[src/rtl/audio_frame_ctrl_pkg.sv]
// -----------------------------------------------------------------------------
// audio_frame_ctrl_pkg
// Shared constants and types for the audio frame scheduler:
//   - frame geometry (channel count, channel/frame index widths)
//   - sequencer reset hold length and its counter width
//   - scheduler state encoding (IDLE=0, CAPTURE=1, RESET=2, RUN=3)
//   - small helper to detect the last channel of a capture
// -----------------------------------------------------------------------------
package audio_frame_ctrl_pkg;

    localparam int CHANNELS     = 8;
    localparam int CHAN_W       = $clog2(CHANNELS);
    localparam int FRAME_W      = 8;
    localparam int RESET_CYCLES = 2;
    localparam int RST_CNT_W    = (RESET_CYCLES > 1) ? $clog2(RESET_CYCLES) : 1;

    typedef enum logic [1:0] {
        ST_IDLE    = 2'd0,
        ST_CAPTURE = 2'd1,
        ST_RESET   = 2'd2,
        ST_RUN     = 2'd3
    } state_e;

    // True on the final channel write of a capture burst.
    function automatic logic is_last_chan(input logic [CHAN_W-1:0] chan);
        return (chan == CHAN_W'(CHANNELS - 1));
    endfunction

endpackage

[src/rtl/audio_frame_ctrl_bank_switch.sv]
// -----------------------------------------------------------------------------
// bank_switch
// Holds a host coefficient-bank switch request until the scheduler reaches a
// frame boundary (entry into RESET), then flips the active bank.
// Ports:
//   ck             in   system clock
//   rst            in   asynchronous active-high reset
//   bank_req_i     in   pulse: host requests a bank switch
//   apply_i        in   pulse: scheduler is entering RESET this cycle
//   bank_o         out  active coefficient bank
//   bank_pending_o out  request seen but not yet applied
// A request arriving on the apply cycle is folded into that apply: the bank
// toggles once and nothing remains pending.
// -----------------------------------------------------------------------------
module bank_switch
    import audio_frame_ctrl_pkg::*;
(
    input  logic ck,
    input  logic rst,
    input  logic bank_req_i,
    input  logic apply_i,
    output logic bank_o,
    output logic bank_pending_o
);

    logic bank_q;
    logic bank_d;
    logic pending_q;
    logic pending_d;

    // Next-state for the active bank and the pending request.
    always_comb begin
        bank_d    = bank_q;
        pending_d = pending_q;
        if (apply_i && (pending_q || bank_req_i)) begin
            bank_d    = ~bank_q;
            pending_d = 1'b0;
        end else if (bank_req_i) begin
            pending_d = 1'b1;
        end else begin
            pending_d = pending_q;
        end
    end

    // Bank and pending registers.
    always_ff @(posedge ck or posedge rst) begin
        if (rst) begin
            bank_q    <= 1'b0;
            pending_q <= 1'b0;
        end else begin
            bank_q    <= bank_d;
            pending_q <= pending_d;
        end
    end

    assign bank_o         = bank_q;
    assign bank_pending_o = pending_q;

endmodule

[src/rtl/audio_frame_ctrl.sv]
// -----------------------------------------------------------------------------
// audio_frame_ctrl
// Per-frame scheduler for the audio DSP datapath. Each I2S start-of-frame
// launches a capture burst into the audio input RAM (one write per channel),
// then holds the sequencer in reset for a fixed number of cycles, releases it
// and waits for completion. Coefficient bank switches are applied only on
// entry to RESET. Frames arriving while busy are dropped and flagged.
// Ports:
//   ck, rst          clock, asynchronous active-high reset
//   start_of_frame   1-cycle I2S frame pulse
//   host_mode        host owns the audio RAM; captures suspended
//   host_run         pulse: run engine without capture (host_mode only)
//   bank_req         pulse: request coefficient bank switch
//   eng_done         pulse: engine finished
//   eng_error        pulse: engine error
//   flag_clr         clears overrun and err_flag
//   wr_en, wr_chan   audio RAM write strobe and channel select
//   frame            current frame index (counts down, 256-frame ring)
//   eng_rst          sequencer reset (low only in RUN)
//   bank, bank_pending  active coefficient bank / switch waiting
//   done             1-cycle end-of-run pulse
//   overrun, err_flag   sticky status flags
// All outputs are registered.
// -----------------------------------------------------------------------------
module audio_frame_ctrl
    import audio_frame_ctrl_pkg::*;
(
    input  logic               ck,
    input  logic               rst,
    input  logic               start_of_frame,
    input  logic               host_mode,
    input  logic               host_run,
    input  logic               bank_req,
    input  logic               eng_done,
    input  logic               eng_error,
    input  logic               flag_clr,
    output logic               wr_en,
    output logic [CHAN_W-1:0]  wr_chan,
    output logic [FRAME_W-1:0] frame,
    output logic               eng_rst,
    output logic               bank,
    output logic               bank_pending,
    output logic               done,
    output logic               overrun,
    output logic               err_flag
);

    state_e                state_q;
    state_e                state_d;
    logic [CHAN_W-1:0]     wr_chan_q;
    logic [CHAN_W-1:0]     wr_chan_d;
    logic [FRAME_W-1:0]    frame_q;
    logic [FRAME_W-1:0]    frame_d;
    logic [RST_CNT_W-1:0]  rst_cnt_q;
    logic [RST_CNT_W-1:0]  rst_cnt_d;
    logic                  wr_en_q;
    logic                  eng_rst_q;
    logic                  done_q;
    logic                  done_d;
    logic                  overrun_q;
    logic                  overrun_d;
    logic                  err_q;
    logic                  err_d;
    logic                  apply_s;
    logic                  frame_req_s;

    // A frame only counts when the host does not own the RAM.
    assign frame_req_s = start_of_frame && !host_mode;

    // Scheduler next-state: state, channel/frame indices and reset hold count.
    always_comb begin
        state_d   = state_q;
        wr_chan_d = wr_chan_q;
        frame_d   = frame_q;
        rst_cnt_d = rst_cnt_q;
        done_d    = 1'b0;
        case (state_q)
            ST_IDLE: begin
                if (frame_req_s) begin
                    state_d   = ST_CAPTURE;
                    frame_d   = frame_q - FRAME_W'(1);
                    wr_chan_d = CHAN_W'(0);
                end else if (host_run && host_mode) begin
                    state_d   = ST_RESET;
                    rst_cnt_d = RST_CNT_W'(0);
                end else begin
                    state_d   = ST_IDLE;
                end
            end
            ST_CAPTURE: begin
                // host_mode is deliberately not consulted: a started burst completes.
                if (is_last_chan(wr_chan_q)) begin
                    state_d   = ST_RESET;
                    rst_cnt_d = RST_CNT_W'(0);
                end else begin
                    wr_chan_d = wr_chan_q + CHAN_W'(1);
                end
            end
            ST_RESET: begin
                if (rst_cnt_q == RST_CNT_W'(RESET_CYCLES - 1)) begin
                    state_d = ST_RUN;
                end else begin
                    rst_cnt_d = rst_cnt_q + RST_CNT_W'(1);
                end
            end
            ST_RUN: begin
                if (eng_done || eng_error) begin
                    state_d = ST_IDLE;
                    done_d  = 1'b1;
                end else begin
                    state_d = ST_RUN;
                end
            end
            default: begin
                state_d = ST_IDLE;
            end
        endcase
    end

    // Sticky flags: a set event in the same cycle as flag_clr wins.
    always_comb begin
        overrun_d = overrun_q;
        err_d     = err_q;
        if (frame_req_s && (state_q != ST_IDLE)) begin
            overrun_d = 1'b1;
        end else if (flag_clr) begin
            overrun_d = 1'b0;
        end else begin
            overrun_d = overrun_q;
        end
        if ((state_q == ST_RUN) && eng_error) begin
            err_d = 1'b1;
        end else if (flag_clr) begin
            err_d = 1'b0;
        end else begin
            err_d = err_q;
        end
    end

    // Bank switches land on the edge that enters RESET (frame boundary).
    assign apply_s = (state_d == ST_RESET) && (state_q != ST_RESET);

    // Scheduler registers; wr_en/eng_rst are decoded from the next state so
    // they line up with the state they describe.
    always_ff @(posedge ck or posedge rst) begin
        if (rst) begin
            state_q   <= ST_IDLE;
            wr_chan_q <= CHAN_W'(0);
            frame_q   <= FRAME_W'(0);
            rst_cnt_q <= RST_CNT_W'(0);
            wr_en_q   <= 1'b0;
            eng_rst_q <= 1'b1;
            done_q    <= 1'b0;
            overrun_q <= 1'b0;
            err_q     <= 1'b0;
        end else begin
            state_q   <= state_d;
            wr_chan_q <= wr_chan_d;
            frame_q   <= frame_d;
            rst_cnt_q <= rst_cnt_d;
            wr_en_q   <= (state_d == ST_CAPTURE);
            eng_rst_q <= (state_d != ST_RUN);
            done_q    <= done_d;
            overrun_q <= overrun_d;
            err_q     <= err_d;
        end
    end

    bank_switch u_bank_switch (
        .ck             (ck),
        .rst            (rst),
        .bank_req_i     (bank_req),
        .apply_i        (apply_s),
        .bank_o         (bank),
        .bank_pending_o (bank_pending)
    );

    assign wr_en    = wr_en_q;
    assign wr_chan  = wr_chan_q;
    assign frame    = frame_q;
    assign eng_rst  = eng_rst_q;
    assign done     = done_q;
    assign overrun  = overrun_q;
    assign err_flag = err_q;

endmodule

[config.mk]
export PLATFORM = sky130hd
export DESIGN_NAME = audio_frame_ctrl
export DESIGN_NICKNAME = d
export VERILOG_FILES = /design/src/rtl/audio_frame_ctrl_pkg.sv /design/src/rtl/audio_frame_ctrl_bank_switch.sv /design/src/rtl/audio_frame_ctrl.sv
export SDC_FILE = /design/constraint.sdc
export NUM_CORES = 1
export LEC_CHECK = 0
export BUFFER_PORTS_ARGS = -buffer_cell sky130_fd_sc_hd__buf_2
export CAP_MARGIN = 30
export CORE_MARGIN = 2
export CORE_UTILIZATION = 45
export CTS_CLUSTER_SIZE = 25
export DETAILED_ROUTE_END_ITERATION = 16
export PLACE_DENSITY = 0.69
export SYNTH_ARGS = -nofsm -noshare
export SYNTH_HDL_FRONTEND = slang
export SYNTH_SLANG_ARGS = --single-unit
[constraint.sdc]
create_clock -name ck -period 2.6 [get_ports ck]
set_input_delay 0 -clock ck [delete_from_list [all_inputs] [get_ports ck]]
set_output_delay 0 -clock ck [all_outputs]
set_load 0.02 [all_outputs]
==> metrics.log <==
INFO  metric ctsLongestPathBuffers = 2
INFO  metric timing.setup.critical_path_class = flip-flop to flip-flop
INFO  metric timing_hold_violations_final = 0
INFO  metric synth_warn = 0
INFO  metric start_util = 47.4%
INFO  metric wirelength_met1 = 778 um
INFO  metric filler_cell_count = 188
INFO  metric routed_via_density = 4.79
INFO  metric largest_reg_flops = 8
INFO  metric fmaxAchievable = 0.628 GHz
INFO  metric final_layout_size_suffix_gt1_share = 28.7%
INFO  metric rsz0062_at_grt = false
INFO  metric topRoutingLayerUsed = met4
INFO  metric final-setup-viol-count = 0
INFO  metric tritoncts = yes
INFO  metric clkSlewWorstSetupHoldPaths = 0.11 ns
INFO  metric first_iter_violations = 9
INFO  metric detailed_place_hpwl = 1180 um
INFO  metric grt_pass1_vias = 690
INFO  metric ir_worst_vdd = 676 uV
INFO  metric post_route_clock_period_utilization = 61.3%
INFO  metric synth.lib_cells_used.distinct = 29
INFO  metric status = completed
INFO  metric p_leak = 0.596 nW
INFO  metric power = 0.00137 W
INFO  metric arrival = 1.79 ns
INFO  metric fin_ws = 1.01 ns
INFO  metric fp.dieH = 49.5 um
INFO  metric worstPathMaxFanout = 5
INFO  metric antenna-diode-count = 0
INFO  metric syn2layout_area_growth = 26.0%
INFO  metric clock_skew = 0.00186 ns
INFO  metric post_cts_resize_count = 0
INFO  metric grtUsageTotal = 16.5%
INFO  metric maxSlewHeadroom = 48.3%
INFO  metric hp-class = input pin to flip-flop
INFO  metric max_slew_violation_count = 0
INFO  metric cp-start-kind = flip-flop
INFO  metric period_minus_slack = 1.59 ns
INFO  metric design.die.area = 0.00245 mm2
INFO  metric h-tree-depth = 1
INFO  metric multi_input_comb_area = 364 um2
INFO  metric layout.nets = 128
INFO  metric max-cap-violations = 0
INFO  metric synthesized_nets = 93
INFO  metric postSynthRegisterBits = 21
INFO  metric portBuffers = 26
INFO  metric numCtsBuffers = 3
INFO  metric clock-sinks = 21
INFO  metric post_syn_instances = 81
INFO  metric hold_ws = 0.0674 ns
INFO  metric route.final.wire_length = 1720 um
INFO  metric floorplan.rows = 16
INFO  metric wl_met3 = 96 um
INFO  metric grt_pass1_wl = 3020 um
INFO  metric place_ws = 1.01 ns
INFO  metric overflow = 0
INFO  metric detail_route.wl_per_cell = 12.1 um
INFO  metric clock-root-buffer = sky130_fd_sc_hd__clkbuf_4
INFO  metric cp_data_required_time = 2.80 ns
INFO  metric fin_tns_setup = 0 ns
INFO  metric grt_start_max_net_pins = 22
INFO  metric placeableCoreArea = 0.00196 mm2
INFO  metric layout.area.seq = 527 um2
INFO  metric dr.pass1.iters = 3
INFO  metric place.gp.congestion = 0.725
INFO  metric syn-cell-area = 930 um2
INFO  metric wl_met2 = 816 um
INFO  metric power_density = 1170 mW/mm2
INFO  metric clkLatencyLatePin = 0.30 ns
INFO  metric dr_total_vias = 680
INFO  metric die_x = 49.5 um
INFO  metric io_pins = 27
INFO  metric actual_slew_at_the_worst_max_slew_pin = 0.774 ns
INFO  metric drcViolationCount = 0
INFO  metric antenna_found_initial = 0
INFO  metric timing.critical_path.to_type = flip-flop
INFO  metric yosysSeqAreaShare = 56.7%
INFO  metric avgSynthCellArea = 11.5 um2
INFO  metric ant_nets = 0
## kinds of logic (layout without fill, tap and decap cells)
| kind of cell | count (synthesis) | in the layout | synth area share (%) |
|---|---|---|---|
| AND/OR/NAND/NOR | 25 | 25 | 16.3 |
| flip-flops | 21 | 21 | 56.7 |
| AO/OA/AOI/OAI | 13 | 13 | 10.1 |
| buffers and inverters | 10 | 44 | 4.17 |
| XOR/XNOR | 8 | 8 | 7.54 |
| adder cells (fa/ha/maj) | 3 | 3 | 4.04 |
| multiplexers | 1 | 1 | 1.21 |
## layer usage
metal	vias up	track usage (%)
met3	5	5.45
met1	315	18.6
met4	0	5.56
met5	-	0
li1	339	-
met2	21	29.3
## synthesized netlist by cell type
library cell               count  share of area [%]
sky130_fd_sc_hd__a211oi_2      1                1.3
sky130_fd_sc_hd__a21o_1        2                1.6
sky130_fd_sc_hd__a21oi_1       3                1.6
sky130_fd_sc_hd__a22o_1        2                1.9
sky130_fd_sc_hd__and4bb_1      1                1.3
sky130_fd_sc_hd__buf_1         1               0.40
sky130_fd_sc_hd__buf_2         1               0.54
sky130_fd_sc_hd__dfrtp_1      20                 54
sky130_fd_sc_hd__dfstp_2       1                2.8
sky130_fd_sc_hd__ha_1          3                4.0
sky130_fd_sc_hd__inv_1         8                3.2
sky130_fd_sc_hd__mux2_2        1                1.2
sky130_fd_sc_hd__nand2_1       4                1.6
sky130_fd_sc_hd__nand2b_1      1               0.67
sky130_fd_sc_hd__nand3_1       3                1.6
sky130_fd_sc_hd__nand3b_1      1               0.81
sky130_fd_sc_hd__nand4_1       1               0.67
sky130_fd_sc_hd__nor2_1        8                3.2
sky130_fd_sc_hd__nor2b_1       1               0.67
sky130_fd_sc_hd__nor3_1        1               0.54
sky130_fd_sc_hd__nor3b_1       2                1.6
sky130_fd_sc_hd__nor4b_4       1                2.6
sky130_fd_sc_hd__o211a_1       1                1.1
sky130_fd_sc_hd__o21ai_0       1               0.54
sky130_fd_sc_hd__o21ai_1       2                1.1
sky130_fd_sc_hd__o32ai_1       1               0.94
sky130_fd_sc_hd__or3b_1        1               0.94
sky130_fd_sc_hd__xnor2_1       6                5.7
sky130_fd_sc_hd__xor2_1        2                1.9
## critical path, stage by stage, from the launching register on
cell	delay, ns
sky130_fd_sc_hd__dfrtp_1	0.42
sky130_fd_sc_hd__ha_1	0.21
sky130_fd_sc_hd__ha_1	0.19
sky130_fd_sc_hd__nand2b_1	0.16
sky130_fd_sc_hd__a21o_1	0.24
sky130_fd_sc_hd__mux2_2	0.28
## cells in the final DEF (no fill, tap or decap), types with 3 or more instances in the layout
cell / instances
sky130_fd_sc_hd__inv_1: 8
sky130_fd_sc_hd__xnor2_1: 6
sky130_fd_sc_hd__clkbuf_4: 3
sky130_fd_sc_hd__nand3_1: 3
sky130_fd_sc_hd__dlygate4sd3_1: 6
sky130_fd_sc_hd__buf_2: 26
sky130_fd_sc_hd__dfrtp_1: 20
sky130_fd_sc_hd__ha_1: 3
sky130_fd_sc_hd__nor2_1: 8
sky130_fd_sc_hd__a21oi_1: 3
sky130_fd_sc_hd__nand2_1: 4
## timing repair
item / 4_1_cts / 5_1_grt
buffers inserted: 0 / 0
endpoints found under the hold margin: 24 / 0
hold buffers: 6 / 0
## metrics by stage
| step | cell area [um2] | cells | util, % |
|---|---|---|---|
| floorplan | 930 | 81 | - |
| global placement | 1080 | 132 | 55.3 |
| detailed placement | 1080 | 132 | 55.3 |
| CTS | 1170 | 142 | 59.7 |
| global route | 1170 | 142 | 59.7 |
| finish | 1170 | 142 | 59.7 |
## power by group
part / total (W) / switching [W] / leakage, nW / internal [W]
clock: 0.000156 / 0.0000963 / 0.0150 / 0.0000599
sequential: 0.000617 / 0.000145 / 0.256 / 0.000473
combinational: 0.000597 / 0.000340 / 0.325 / 0.000256
## final timing paths
check                                     startpoint                    to  slack (ns)  cells past startpoint
worst max-delay path                      wr_chan[0]            wr_chan[0]        1.01                      5
worst max register to register            wr_chan[0]            wr_chan[0]        1.01                      5
worst min-delay path                       host_mode              frame[0]        0.07                      3
min in group asynchronous                        rst              frame[7]        0.39                      3
worst min register to register  u_bank_switch.bank_o  u_bank_switch.bank_o        0.47                      1
max in group asynchronous                        rst              frame[3]        1.73                      3
## cell type report
cell class                      instances  share of cell area (%)
Inverter                                8                    2.56
Timing Repair Buffer                   32                    16.2
Tap cell                               27                    2.88
Sequential cell                        21                    45.0
Clock buffer                            4                    2.24
Multi-Input combinational cell         50                    31.1
Power figures use the tool's default switching activity.
